<file path="src/rtl/bitwise_pkg.sv">
// Shared types for the bit-wise logic stage.
//   bitwise_op_e : 3-bit opcode carried on in_op
//   FIFO_DEPTH   : number of result entries buffered by the stage
package bitwise_pkg;

  typedef enum logic [2:0] {
    OP_NOT  = 3'd0,
    OP_AND  = 3'd1,
    OP_OR   = 3'd2,
    OP_XOR  = 3'd3,
    OP_NAND = 3'd4,
    OP_NOR  = 3'd5,
    OP_XNOR = 3'd6,
    OP_PASS = 3'd7
  } bitwise_op_e;

  localparam int unsigned FIFO_DEPTH = 2;

endpackage : bitwise_pkg

</file>
<file path="src/rtl/bitwise_logic_unit.sv">
// Combinational bit-wise evaluator.
// Ports:
//   op : opcode (bitwise_op_e encoding)
//   a  : operand A
//   b  : operand B (unused for NOT and PASS)
//   c  : result
module bitwise_logic_unit
  import bitwise_pkg::*;
#(
  parameter int N = 8
) (
  input  logic [2:0]   op,
  input  logic [N-1:0] a,
  input  logic [N-1:0] b,
  output logic [N-1:0] c
);

  always_comb begin
    c = a;
    case (bitwise_op_e'(op))
      OP_NOT:  c = ~a;
      OP_AND:  c = a & b;
      OP_OR:   c = a | b;
      OP_XOR:  c = a ^ b;
      OP_NAND: c = ~(a & b);
      OP_NOR:  c = ~(a | b);
      OP_XNOR: c = ~(a ^ b);
      OP_PASS: c = a;
      default: c = a;
    endcase
  end

endmodule : bitwise_logic_unit

</file>
<file path="src/rtl/bitwise_op_stage.sv">
// Registered bit-wise logic stage: evaluates the opcode at push time and
// buffers results in a 2-entry FIFO presented over valid/ready.
// Ports:
//   clk, rst             : clock, synchronous active-high reset
//   in_valid / in_ready  : operand handshake (in_ready depends only on state)
//   in_op, a, b          : opcode and operands
//   out_valid / out_ready: result handshake
//   c                    : result at FIFO head (last popped value when empty)
//   ops_done             : count of results consumed, wraps
module bitwise_op_stage
  import bitwise_pkg::*;
#(
  parameter int N     = 8,
  parameter int CNT_W = 16
) (
  input  logic             clk,
  input  logic             rst,
  input  logic             in_valid,
  output logic             in_ready,
  input  logic [2:0]       in_op,
  input  logic [N-1:0]     a,
  input  logic [N-1:0]     b,
  output logic             out_valid,
  input  logic             out_ready,
  output logic [N-1:0]     c,
  output logic [CNT_W-1:0] ops_done
);

  localparam logic [1:0] FULL_CNT = 2'(FIFO_DEPTH);

  logic [N-1:0]     mem [FIFO_DEPTH];
  logic             rd_ptr;
  logic             wr_ptr;
  logic [1:0]       count;
  logic [N-1:0]     wr_data;
  logic [N-1:0]     last_pop;
  logic [CNT_W-1:0] ops_cnt;
  logic             push;
  logic             pop;

  bitwise_logic_unit #(.N(N)) u_logic (
    .op (in_op),
    .a  (a),
    .b  (b),
    .c  (wr_data)
  );

  assign in_ready  = (count != FULL_CNT);
  assign out_valid = (count != 2'd0);
  assign push      = in_valid & in_ready;
  assign pop       = out_valid & out_ready;
  assign ops_done  = ops_cnt;

  // Once drained, rd_ptr points at an older slot, so the popped value is
  // kept separately to hold c steady while empty.
  assign c = out_valid ? mem[rd_ptr] : last_pop;

  always_ff @(posedge clk) begin
    if (rst) begin
      for (int i = 0; i < FIFO_DEPTH; i++) mem[i] <= '0;
      rd_ptr   <= 1'b0;
      wr_ptr   <= 1'b0;
      count    <= 2'd0;
      last_pop <= '0;
      ops_cnt  <= '0;
    end else begin
      if (push) begin
        mem[wr_ptr] <= wr_data;
        wr_ptr      <= ~wr_ptr;
      end
      if (pop) begin
        last_pop <= mem[rd_ptr];
        rd_ptr   <= ~rd_ptr;
        ops_cnt  <= ops_cnt + 1'b1;
      end
      case ({push, pop})
        2'b10:   count <= count + 2'd1;
        2'b01:   count <= count - 2'd1;
        default: count <= count;
      endcase
    end
  end

endmodule : bitwise_op_stage

</file>
<file path="config.mk">
export PLATFORM = sky130hd
export DESIGN_NAME = bitwise_op_stage
export DESIGN_NICKNAME = d
export VERILOG_FILES = /design/src/rtl/bitwise_pkg.sv /design/src/rtl/bitwise_logic_unit.sv /design/src/rtl/bitwise_op_stage.sv
export SDC_FILE = /design/constraint.sdc
export NUM_CORES = 1
export LEC_CHECK = 0
export BUFFER_PORTS_ARGS = -buffer_cell sky130_fd_sc_hd__buf_2
export CAP_MARGIN = 20
export CELL_PAD_IN_SITES_DETAIL_PLACEMENT = 1
export CELL_PAD_IN_SITES_GLOBAL_PLACEMENT = 2
export CORE_ASPECT_RATIO = 0.8
export CORE_MARGIN = 3
export CORE_UTILIZATION = 23
export CTS_CLUSTER_DIAMETER = 30
export DETAILED_ROUTE_END_ITERATION = 7
export MAX_ROUTING_LAYER = met4
export PLACE_DENSITY_LB_ADDON = 0.2
export SLEW_MARGIN = 20
export SYNTH_ARGS = -nofsm -noshare
export SYNTH_HDL_FRONTEND = slang
export SYNTH_SLANG_ARGS = --single-unit
</file>
<file path="constraint.sdc">
create_clock -name clk -period 2.35 [get_ports clk]
set_input_delay 0.235 -clock clk [delete_from_list [all_inputs] [get_ports clk]]
set_output_delay 0.235 -clock clk [all_outputs]
set_load 0.01 [all_outputs]
</file>
==> out/summary.txt <==
RUN STATUS
---------------------------------------------------------------------------------
Run status                                                           complete, no violations

ROUTE
---------------------------------------------------------------------------------
Number of vias after detailed routing                                        2326
Number of detailed-routing iterations run before antenna repair                 4
Post-route ant nets                                                             0
Vias per cell                                                                4.63
DRC violations left                                                             0
Routed wire per std cell                                                  14.0 um
Final WL                                                                  7.02 mm
Detailed Route Iter0 Violations                                                87

LOGIC SYNTHESIS
---------------------------------------------------------------------------------
Net count after synthesis                                                     352
Top cell type's share of synthesized area                                   20.9%
Yosys synthesis warning count                                                   0
Sequential cell area fraction in the yosys report                           38.2%
Fraction of registers with async set or reset after synthesis                  0%
Count of distinct cell types in the synthesized netlist                        44
Most repeated cell in the gate-level netlist after synthesis               nor2_1
Largest family of logic cells by synthesized area                    simple AND/OR/NAND/NOR gates
Mean cell area of the mapped netlist                                     8.92 um2
Mapped Cells                                                                  311
Cell Area, Synth                                                         2780 um2
EDFF count, synth                                                              16
Most instantiated cells after synthesis                              nor2_1, dfxtp_1, mux2i_1
Area share of xor/xnor cells in the synthesized design                      4.73%
Fraction of the mapped netlist area in simple logic gates                   20.3%
Cell types with the largest area share after synthesis               dfxtp_1, edfxtp_1, ha_1
Area leader, netlist                                                      dfxtp_1
Area share of fa/ha/maj cells after synthesis                               8.12%
Number of synthesized register bits                                            45
Synth Flop Type                                                           dfxtp_1
Mux share of post-synthesis cell area                                       10.8%
Area fraction in compound gates after synthesis                             12.8%

TIMING
---------------------------------------------------------------------------------
Highest clock frequency the design can meet                               514 MHz
Shortest period the worst path allows                                     1.95 ns
Setup tns final                                                              0 ns
Fin Clk Skew                                                           0.00441 ns
Final hold viol count                                                           0
Worst relative slew slack                                                   59.4%
Setup-violating endpoint count in the final report                              0
Max Slew Vio Count                                                              0
Final Cycle Share                                                           82.8%
Hold slack final                                                         0.374 ns
Final worst slack                                                        0.405 ns
Setup repair after global routing missed its margin                            no
Worst-margin pin slew                                                    0.609 ns

CELLS AND AREA
---------------------------------------------------------------------------------
Area Growth Syn to Fin                                                      19.1%
Fraction of final layout cells sized beyond drive strength 1                19.5%
Number of antenna cells inserted                                                0
Final standard cell utilization of the core                                 28.4%
Final-stage net count                                                         394

DIE
---------------------------------------------------------------------------------
Die outline height                                                         104 um
Boundary Pins                                                                  49
Starting density of the core                                                23.8%
Die outline width                                                          129 um
Area enclosed by the die boundary                                       13400 um2
Core area                                                               11600 um2
Standard-cell rows                                                             35

RUN
---------------------------------------------------------------------------------
Max cap viols                                                                   0

POWER AND IR DROP
---------------------------------------------------------------------------------
Cell Int Power                                                          0.00175 W
Switching component of the power                                        0.00101 W
Total leakage power                                                       1.38 nW
Maximum vdd drop                                                         0.279 mV
Sequential Power Share                                                      38.3%
Pwr/cell area                                                          836 nW/um2
Part of the total power dissipated in combinational logic                   37.5%
Net switching share of the total power                                      36.6%
Clock network fraction of total power                                       24.2%

SETUP PATH
---------------------------------------------------------------------------------
Launching element type of the critical path                                  flop
Arrival time at the worst endpoint                                        2.16 ns
Worst setup path class                                               flop to flop
Critical-path maximum fanout                                                    6
Worst path required time                                                  2.57 ns
Critical path endpoint category                                              flop

PLACED DESIGN
---------------------------------------------------------------------------------
Quantity of I/O buffers inserted on ports                                      48
Pre-CTS setup slack                                                      0.346 ns
Placed wire-length estimate                                               5.25 mm
Placer's final routability congestion estimate                              0.736

CLOCKING
---------------------------------------------------------------------------------
TritonCTS clock tree                                                          yes
Total clock buffers created by CTS                                              5
Clk Latency, worst-skew pair                                              0.28 ns
Number of clock sinks                                                          45
Number of buffers inserted to repair setup after CTS                            0
PostCTS Resize Cnt                                                              0
CTS Buffer Depth                                                                2
Register clock-pin slew on the reported worst setup and hold paths        0.06 ns
Master cell of the clock root buffer                                    clkbuf_16
Cts hold-fix bufs                                                               0
H-tree depth reported by CTS                                                    2

GLOBAL ROUTE
---------------------------------------------------------------------------------
First-pass GRT wire length                                                11.9 mm
GR Util All Layers                                                          11.1%
Vias in the first global route                                               2305
Largest net degree at the start of global routing                              32
Final global-route overflow total                                               0
Antenna violations before repair                                                0

MIN PATH
---------------------------------------------------------------------------------
Path class of the lowest-slack min-delay path                        input pin to flop

## cells by family (layout without fill, tap and decap cells)
logic type,Yosys count,after routing
AOI/OAI and AO/OA,56,56
xor gates and xnor gates,15,15
adders and majority gates,18,18
buffers and inverters,37,80
DFF,45,45
muxes,27,27
and+or+nand+nor,113,113
## worst paths after layout
| path | endpoint | startpoint | depth (start not counted) | slack, ns |
|---|---|---|---|---|
| max | ops_done[12] | ops_done[0] | 5 | 0.40 |
| min | ops_done[1] | out_ready | 4 | 0.37 |
| max reg2reg | ops_done[12] | ops_done[0] | 5 | 0.40 |
| min reg2reg | ops_done[15] | ops_done[15] | 2 | 0.50 |
## layer usage
layer	vias up	GRT usage, %	wire [um]
met5	-	-	0
met3	4	1.85	192
met2	36	16.0	3010
met1	1099	16.3	3770
li1	1187	-	-
met4	0	2.70	39
## critical path, cell delays in order (launching register included)
cell	delay (ns)
dfxtp_1	0.42
ha_1	0.20
nand3_1	0.18
or4_4	0.59
or3_1	0.36
a21oi_1	0.13
## placed cells by master (no fill, tap or decap), types with 12 or more instances in the layout
cell and n:
o21ai_0 12, inv_1 18, mux2i_1 22, nand2_1 16, ha_1 18, dfxtp_1 29
a21oi_1 15, edfxtp_1 16, nor2_1 46, buf_2 48
## area by class of cell
class	instances	area, um2
Tap cell	148	185
Multi-Input combinational cell	229	1570
Clock inverter	3	12.5
Sequential cell	45	1060
Clock buffer	5	125
Timing Repair Buffer	53	278
Fill cell	1373	8340
Inverter	19	71.3
## registers in the layout, summed over array words and instances, names as in the netlist, named ones only
signal,flops
count,2
last_pop,8
mem,16
ops_done,16
rd_ptr,1
wr_ptr,1
## power by group through the flow
stage          combinational (W)  clock (W)  sequential (W)
2_1_floorplan           0.000723          0         0.00103
4_1_cts                  0.00107   0.000698         0.00106
3_3_place_gp             0.00105          0         0.00107
6_report                 0.00104   0.000669         0.00106
3_5_place_dp             0.00106          0         0.00108
5_1_grt                  0.00117   0.000727         0.00108
## metrics by stage
step / total power (W) / instance area [um2] / std cells
2_1_floorplan: 0.00176 / 2780 / 311
3_5_place_dp: 0.00214 / 3170 / 494
5_1_grt: 0.00298 / 3310 / 502
4_1_cts: 0.00283 / 3310 / 502
6_report: 0.00276 / 3310 / 502
3_3_place_gp: 0.00211 / 3170 / 494
(Power assumes the default switching activity.)
